`config.mk`:
```
export PLATFORM = sky130hd
export DESIGN_NAME = eth_tx_frame_gen
export DESIGN_NICKNAME = d
export VERILOG_FILES = /design/src/rtl/eth_tx_frame_gen.sv
export SDC_FILE = /design/constraint.sdc
export NUM_CORES = 1
export LEC_CHECK = 0
export ABC_AREA = 1
export CORE_MARGIN = 2
export CORE_UTILIZATION = 40
export CTS_BUF_LIST = sky130_fd_sc_hd__clkbuf_4
export DETAILED_ROUTE_END_ITERATION = 8
export MAX_ROUTING_LAYER = met4
export PLACE_DENSITY = 0.58
export SLEW_MARGIN = 25
export SYNTH_ARGS = -nofsm -noshare
export SYNTH_HDL_FRONTEND = slang
export SYNTH_SLANG_ARGS = --single-unit
```
`constraint.sdc`:
```
create_clock -name clk_mac -period 4.8 [get_ports clk_mac]
set_input_delay 1.44 -clock clk_mac [delete_from_list [all_inputs] [get_ports clk_mac]]
set_output_delay 1.44 -clock clk_mac [all_outputs]
set_load 0.1 [all_outputs]
```
`src/rtl/eth_tx_frame_gen.sv`:
```
// Test-frame source: one Ethernet II frame (header + fill pattern payload) per rising edge of start.
// Optional build macro FRAME_GEN_SEQ_EN puts frame_count into the first two payload bytes.
module eth_tx_frame_gen #(
    parameter logic [47:0] DST_MAC    = 48'hFFFF_FFFF_FFFF,
    parameter logic [47:0] SRC_MAC    = 48'h0200_0000_0001,
    parameter logic [15:0] ETHERTYPE  = 16'h88B5,
    parameter int unsigned IFG_CYCLES = 12
) (
    input  logic        clk_mac,
    input  logic        rst,
    input  logic        start,
    input  logic [10:0] cfg_len,
    input  logic [7:0]  cfg_fill,
    output logic [7:0]  tx_data,
    output logic        tx_valid,
    input  logic        tx_ready,
    output logic        tx_last,
    output logic        busy,
    output logic [15:0] frame_count
);

    localparam logic [15:0] GAP_LAST = 16'(IFG_CYCLES - 1);

    typedef enum logic [1:0] {IDLE = 2'd0, HDR = 2'd1, PAY = 2'd2, GAP = 2'd3} state_t;

    state_t      state_r, state_s;
    logic [10:0] idx_r, idx_s;
    logic [10:0] len_r, len_s;
    logic [7:0]  fill_r, fill_s;
    logic [15:0] gap_r, gap_s;
    logic [15:0] count_r, count_s;
    logic [7:0]  data_r, data_s;
    logic        valid_r, valid_s;
    logic        last_r, last_s;
    logic        busy_r, busy_s;
    logic        start_q_r;
    logic        edge_s;
    logic        xfer_s;
    logic [10:0] idx_inc_s;
    logic [10:0] len_last_s;

    function automatic logic [7:0] hdr_byte(input logic [3:0] i);
        logic [7:0] b;
        case (i)
            4'd0:    b = DST_MAC[47:40];
            4'd1:    b = DST_MAC[39:32];
            4'd2:    b = DST_MAC[31:24];
            4'd3:    b = DST_MAC[23:16];
            4'd4:    b = DST_MAC[15:8];
            4'd5:    b = DST_MAC[7:0];
            4'd6:    b = SRC_MAC[47:40];
            4'd7:    b = SRC_MAC[39:32];
            4'd8:    b = SRC_MAC[31:24];
            4'd9:    b = SRC_MAC[23:16];
            4'd10:   b = SRC_MAC[15:8];
            4'd11:   b = SRC_MAC[7:0];
            4'd12:   b = ETHERTYPE[15:8];
            4'd13:   b = ETHERTYPE[7:0];
            default: b = 8'h00;
        endcase
        return b;
    endfunction

`ifdef FRAME_GEN_SEQ_EN
    function automatic logic [7:0] pay_byte(input logic [10:0] i, input logic [7:0] fill,
                                            input logic [15:0] cnt);
        logic [7:0] b;
        if (i == 11'd0) begin
            b = cnt[15:8];
        end else if (i == 11'd1) begin
            b = cnt[7:0];
        end else begin
            b = fill + i[7:0];
        end
        return b;
    endfunction
`else
    function automatic logic [7:0] pay_byte(input logic [7:0] i, input logic [7:0] fill);
        return fill + i;
    endfunction
`endif

    function automatic logic [10:0] clamp_len(input logic [10:0] l);
        logic [10:0] r;
        if (l < 11'd46) begin
            r = 11'd46;
        end else if (l > 11'd1500) begin
            r = 11'd1500;
        end else begin
            r = l;
        end
        return r;
    endfunction

    assign edge_s     = start & ~start_q_r;
    assign xfer_s     = valid_r & tx_ready;
    assign idx_inc_s  = idx_r + 11'd1;
    assign len_last_s = len_r - 11'd1;

    // State, datapath and output registers.
    always_ff @(posedge clk_mac) begin
        if (rst) begin
            state_r   <= IDLE;
            idx_r     <= 11'd0;
            len_r     <= 11'd0;
            fill_r    <= 8'h00;
            gap_r     <= 16'd0;
            count_r   <= 16'd0;
            data_r    <= 8'h00;
            valid_r   <= 1'b0;
            last_r    <= 1'b0;
            busy_r    <= 1'b0;
            start_q_r <= 1'b0;
        end else begin
            state_r   <= state_s;
            idx_r     <= idx_s;
            len_r     <= len_s;
            fill_r    <= fill_s;
            gap_r     <= gap_s;
            count_r   <= count_s;
            data_r    <= data_s;
            valid_r   <= valid_s;
            last_r    <= last_s;
            busy_r    <= busy_s;
            start_q_r <= start;
        end
    end

    // Next-state logic; the next byte is precomputed so outputs leave straight from registers.
    always_comb begin
        state_s = state_r;
        idx_s   = idx_r;
        len_s   = len_r;
        fill_s  = fill_r;
        gap_s   = gap_r;
        count_s = count_r;
        data_s  = data_r;
        valid_s = valid_r;
        last_s  = last_r;
        busy_s  = busy_r;
        case (state_r)
            IDLE: begin
                if (edge_s) begin
                    state_s = HDR;
                    idx_s   = 11'd0;
                    len_s   = clamp_len(cfg_len);
                    fill_s  = cfg_fill;
                    data_s  = hdr_byte(4'd0);
                    valid_s = 1'b1;
                    last_s  = 1'b0;
                    busy_s  = 1'b1;
                end else begin
                    state_s = IDLE;
                end
            end
            HDR: begin
                if (xfer_s && idx_r == 11'd13) begin
                    state_s = PAY;
                    idx_s   = 11'd0;
`ifdef FRAME_GEN_SEQ_EN
                    data_s  = pay_byte(11'd0, fill_r, count_r);
`else
                    data_s  = pay_byte(8'd0, fill_r);
`endif
                    last_s  = (len_r == 11'd1);
                end else if (xfer_s) begin
                    idx_s   = idx_inc_s;
                    data_s  = hdr_byte(idx_inc_s[3:0]);
                end else begin
                    state_s = HDR;
                end
            end
            PAY: begin
                // Leaving PAY on the final transfer is the only place frame_count moves.
                if (xfer_s && idx_r == len_last_s) begin
                    state_s = GAP;
                    gap_s   = 16'd0;
                    count_s = count_r + 16'd1;
                    data_s  = 8'h00;
                    valid_s = 1'b0;
                    last_s  = 1'b0;
                end else if (xfer_s) begin
                    idx_s   = idx_inc_s;
`ifdef FRAME_GEN_SEQ_EN
                    data_s  = pay_byte(idx_inc_s, fill_r, count_r);
`else
                    data_s  = pay_byte(idx_inc_s[7:0], fill_r);
`endif
                    last_s  = (idx_inc_s == len_last_s);
                end else begin
                    state_s = PAY;
                end
            end
            GAP: begin
                if (gap_r == GAP_LAST) begin
                    state_s = IDLE;
                    busy_s  = 1'b0;
                end else begin
                    gap_s   = gap_r + 16'd1;
                end
            end
            default: begin
                state_s = IDLE;
                valid_s = 1'b0;
                last_s  = 1'b0;
                busy_s  = 1'b0;
            end
        endcase
    end

    assign tx_data     = data_r;
    assign tx_valid    = valid_r;
    assign tx_last     = last_r;
    assign busy        = busy_r;
    assign frame_count = count_r;

endmodule

```
==> flow_results.org <==
** Synthesis
- Dividing the synthesized area by the synthesized cell count gives 6.21 um^2.
- In this run, synthesis produced a sequential element count of 76.
- The number of nets in the synthesized netlist is 940.
- Post-Synth Simple-Gate Area :: 0.392
- Synth Area in Adders :: 0.0485
- Of the post-synthesis cell area, the dominant cell type holds 0.273.
- After synthesis, the largest family of logic cells by area is simple AND/OR/NAND/NOR gates.
- Ranked by total cell area, the synthesized netlist is headed by dfxtp_1, nand2_1, a21oi_1.
- Multiplexer area fraction after synthesis :: 0
- Post-synthesis cell type count :: 42
- Count of mapped cells out of synthesis :: 896
- For this run, the number of Yosys warnings is 0.
- Share of the synthesized netlist area taken by xor and xnor gates :: 0.0519
- The compound-cell area share of the yosys netlist was 0.140.
- The share of the Yosys chip area taken by registers is 0.273.
- The synthesized design spends more area on one cell type than any other, namely dfxtp_1.
- Area of the mapped netlist :: 5570 um^2

** Pwr
- The completed layout was analyzed and its total power is 0.00277 W.
- Worst vdd ir :: 523 uV
- In this run the power density over the cells is 435 nW/um^2.
- Leak :: 2.57 nW

** Routing
- Dividing the detail-routed via count by the number of cells gives 5.22.
- After detailed routing, the total wire length is 15.7 mm.
- For this run, the detailed router's first-pass iteration total came to 5.
- Once detail routing completed, the nets flagged for antenna violations numbered 0.
- Via count :: 5813
- Dividing the detail-routed wire length by the instance count gives 14.1 um.
- The detailed router finished its first iteration with 448 violations.
- In the routed design, unresolved DRC markers number 0.

** Die
- Die extent in x :: 122 um
- DIE HEIGHT :: 122 um
- In this run the standard cell core region covers 13700 um^2.
- Overall die area :: 14900 um^2
- Pin placement for this block handled 50 I/O pins.
- Initial Util :: 0.406
- Floorplan row count :: 43

** Worst setup path
- Launching element type of the critical path :: flop
- At the worst endpoint, the arrival time is 2120 ps.
- In this run the number of cells on the critical path is 1.
- Critical path type :: reg2out
- Along the worst path, the maximum fanout reaches 6.
- The largest single stage delay on the critical path is 1170 ps.
- Setup slack on the worst reg-to-reg path comes out at 1720 ps.
- Worst r2r src :: idx_r[0]
- R2R Path End :: tx_data[5]
- The cell family contributing the most delay on the critical path is buffers and inverters.
- Worst EP required :: 3360 ps
- Counting both buffers and inverters, the worst setup path holds a total of 1.
- CP cell instances :: clkdlybuf4s50_1
- Cell with the biggest individual delay on the critical path :: clkdlybuf4s50_1
- The number of cells on the worst reg-to-reg path is 10.
- Critical Path End :: frame_count[0]
- Worst setup EP type :: primary output
- Tracing the worst setup path back leads to its startpoint at frame_count[0].

** Clocking
- TritonCTS built the clock tree.
- Clock transition time at the flip-flop clock pins of the worst setup and hold paths :: 140 ps
- Total of hold buffers inserted after clock tree synthesis :: 0
- The later pin in the worst-skew pair is clocked with a latency of 480 ps.
- The number of clock buffers added by TritonCTS is 9.
- Root cell of the clock tree :: clkbuf_4
- Buffers inserted during post-CTS setup optimization :: 0
- Number of buffers on the longest clock path :: 2
- Number of sinks handled by clock tree synthesis :: 76
- H-tree Lvls :: 3
- Post-cts gate resize count :: 0

** STA
- Counting I/O delays and the setup requirement, the final critical path takes 3560 ps.
- Number of failing setup endpoints in the final timing report :: 0
- Fmax :: 0.281 GHz
- Period Utilization, post-route :: 0.741
- Worst-case hold slack :: 492 ps
- Number of slew-limit violations in the final report :: 0
- Across the routed clock network, the largest skew measured is 22.1 ps.
- The number of hold-slack violations in the final timing report came to 0.
- RSZ-0062 raised after global routing :: no
- Headroom to the max-slew limit came out at 0.340.
- In the final timing run, aggregate negative setup slack is 0 ps.
- For the pin with the worst max-slew slack, the measured transition is 988 ps.

** Layout
- Fraction of final layout cells with drive strength greater than 1 :: 0.0525
- The layout has 1502 filler cells.
- Once layout is done, the placed cells without fillers occupy 6350 um^2.
- Measured on the finished design, the core utilization comes to 0.463.
- The number of antenna diodes in the final layout is 0.
- Relative to the synthesized area, the layout overhead comes to 14.1%.
- At the end of the flow, the number of nets in the layout was 972.

** Global route
- Residual overflow from global routing :: 0
- Entering global routing, the biggest net connects 41 pins.
- The number of antenna violations at the first check in global routing is 0.
- The number of global-route vias before repair came to 5242.
- Total routing usage reported by global routing :: 0.227
- Wire length of the first global-routing pass :: 26.1 mm

** Place
- At the end of routability-driven placement, the weighted congestion stood at 0.930.
- Input and output buffers added on the ports amount to 49.
- Placed instance area :: 6170 um^2
- Summed over all nets, the half-perimeter wirelength after detailed placement is 11.6 mm.

** Job
- The tool flagged a number of max-cap violations equal to 0.

** Worst hold path
- The tightest min-delay check is of the reg2reg type.

** Outcome
- Outcome :: complete, no violations
## stage by stage
stage / instances / setup WS (ps)
2_1_floorplan: 896 / 2050
3_3_place_gp: 1097 / 1110
3_5_place_dp: 1097 / 1090
4_1_cts: 1113 / 1220
5_1_grt: 1113 / 1170
6_report: 1113 / 1240
## cells in the mapped netlist, drive strengths merged
cell	instances
a211oi	4
a21oi	84
a221oi	1
a31o	1
a31oi	3
and2	1
buf	10
clkbuf	23
clkinv	1
dfxtp	76
fa	1
ha	20
inv	99
nand2	236
nand3	69
nand3b	2
nand4	41
nor2	103
nor3	19
nor3b	4
nor4	6
o2111ai	1
o211ai	1
o21ai	52
o22ai	1
o31ai	1
or2	3
xnor2	13
xor2	20
## cell families after synthesis
group | Yosys count
flops | 76
buf+inv | 133
xor+xnor | 33
fa+ha+maj | 21
compound gates | 149
simple gates | 484
## placed cells by master (no fill, tap or decap), types with 6 or more instances in the layout
| cell | count |
|---|---|
| inv_1 | 94 |
| xor2_1 | 20 |
| dfxtp_1 | 76 |
| ha_1 | 20 |
| nand2_1 | 231 |
| a21oi_1 | 84 |
| nor4_1 | 6 |
| o21ai_0 | 43 |
| clkbuf_4 | 10 |
| o21ai_1 | 9 |
| nand3_1 | 66 |
| xnor2_1 | 13 |
| nor2_1 | 95 |
| nor3_1 | 19 |
| clkdlybuf4s50_1 | 49 |
| nand4_1 | 40 |
## registers in the layout, indices dropped and copies added (netlist names), named ones only
| signal | cells |
|---|---|
| start_q_r | 1 |
| gap_r | 16 |
| tx_valid | 1 |
| state_r | 1 |
| len_r | 11 |
| tx_data | 8 |
| tx_last | 1 |
| busy | 1 |
| fill_r | 8 |
| idx_r | 11 |
| frame_count | 16 |
## worst min-delay path by stage
| stage | startpoint | endpoint | slack [ps] | cells past startpoint |
|---|---|---|---|---|
| floorplan | fill_r[4] | fill_r[4] | 450 | 2 |
| global placement | tx_last | tx_last | 480 | 2 |
| detailed placement | tx_last | tx_last | 470 | 2 |
| CTS | tx_last | tx_last | 490 | 2 |
| global route | tx_last | tx_last | 520 | 2 |
| finish | tx_last | tx_last | 490 | 2 |
## per-layer routing
| metal | part of all wire | global-route usage | vias up |
|---|---|---|---|
| met5 | 0 | - | - |
| met4 | 0.015 | 0.0682 | 0 |
| met3 | 0.043 | 0.0384 | 22 |
| met2 | 0.44 | 0.339 | 136 |
| met1 | 0.51 | 0.313 | 2634 |
| li1 | - | - | 3021 |
## where the power goes
group | total (W) | switching, W | internal, W
sequential | 0.000809 | 0.0000921 | 0.000717
clock | 0.000526 | 0.000255 | 0.000270
combinational | 0.00143 | 0.00103 | 0.000401
total | 0.00277 | 0.00138 | 0.00139
## area by class of cell
class                   count  area (um^2)  share of cell area
multi-input cells         687         3520               0.553
flip-flops and latches     76         1520               0.239
repair buffers             54          528              0.0831
inverters                 100          377              0.0593
well taps                 180          225              0.0354
clock inverters             6          111              0.0175
clock buffers              10         75.1              0.0118
Note: power is estimated with default switching activity, not from simulation.
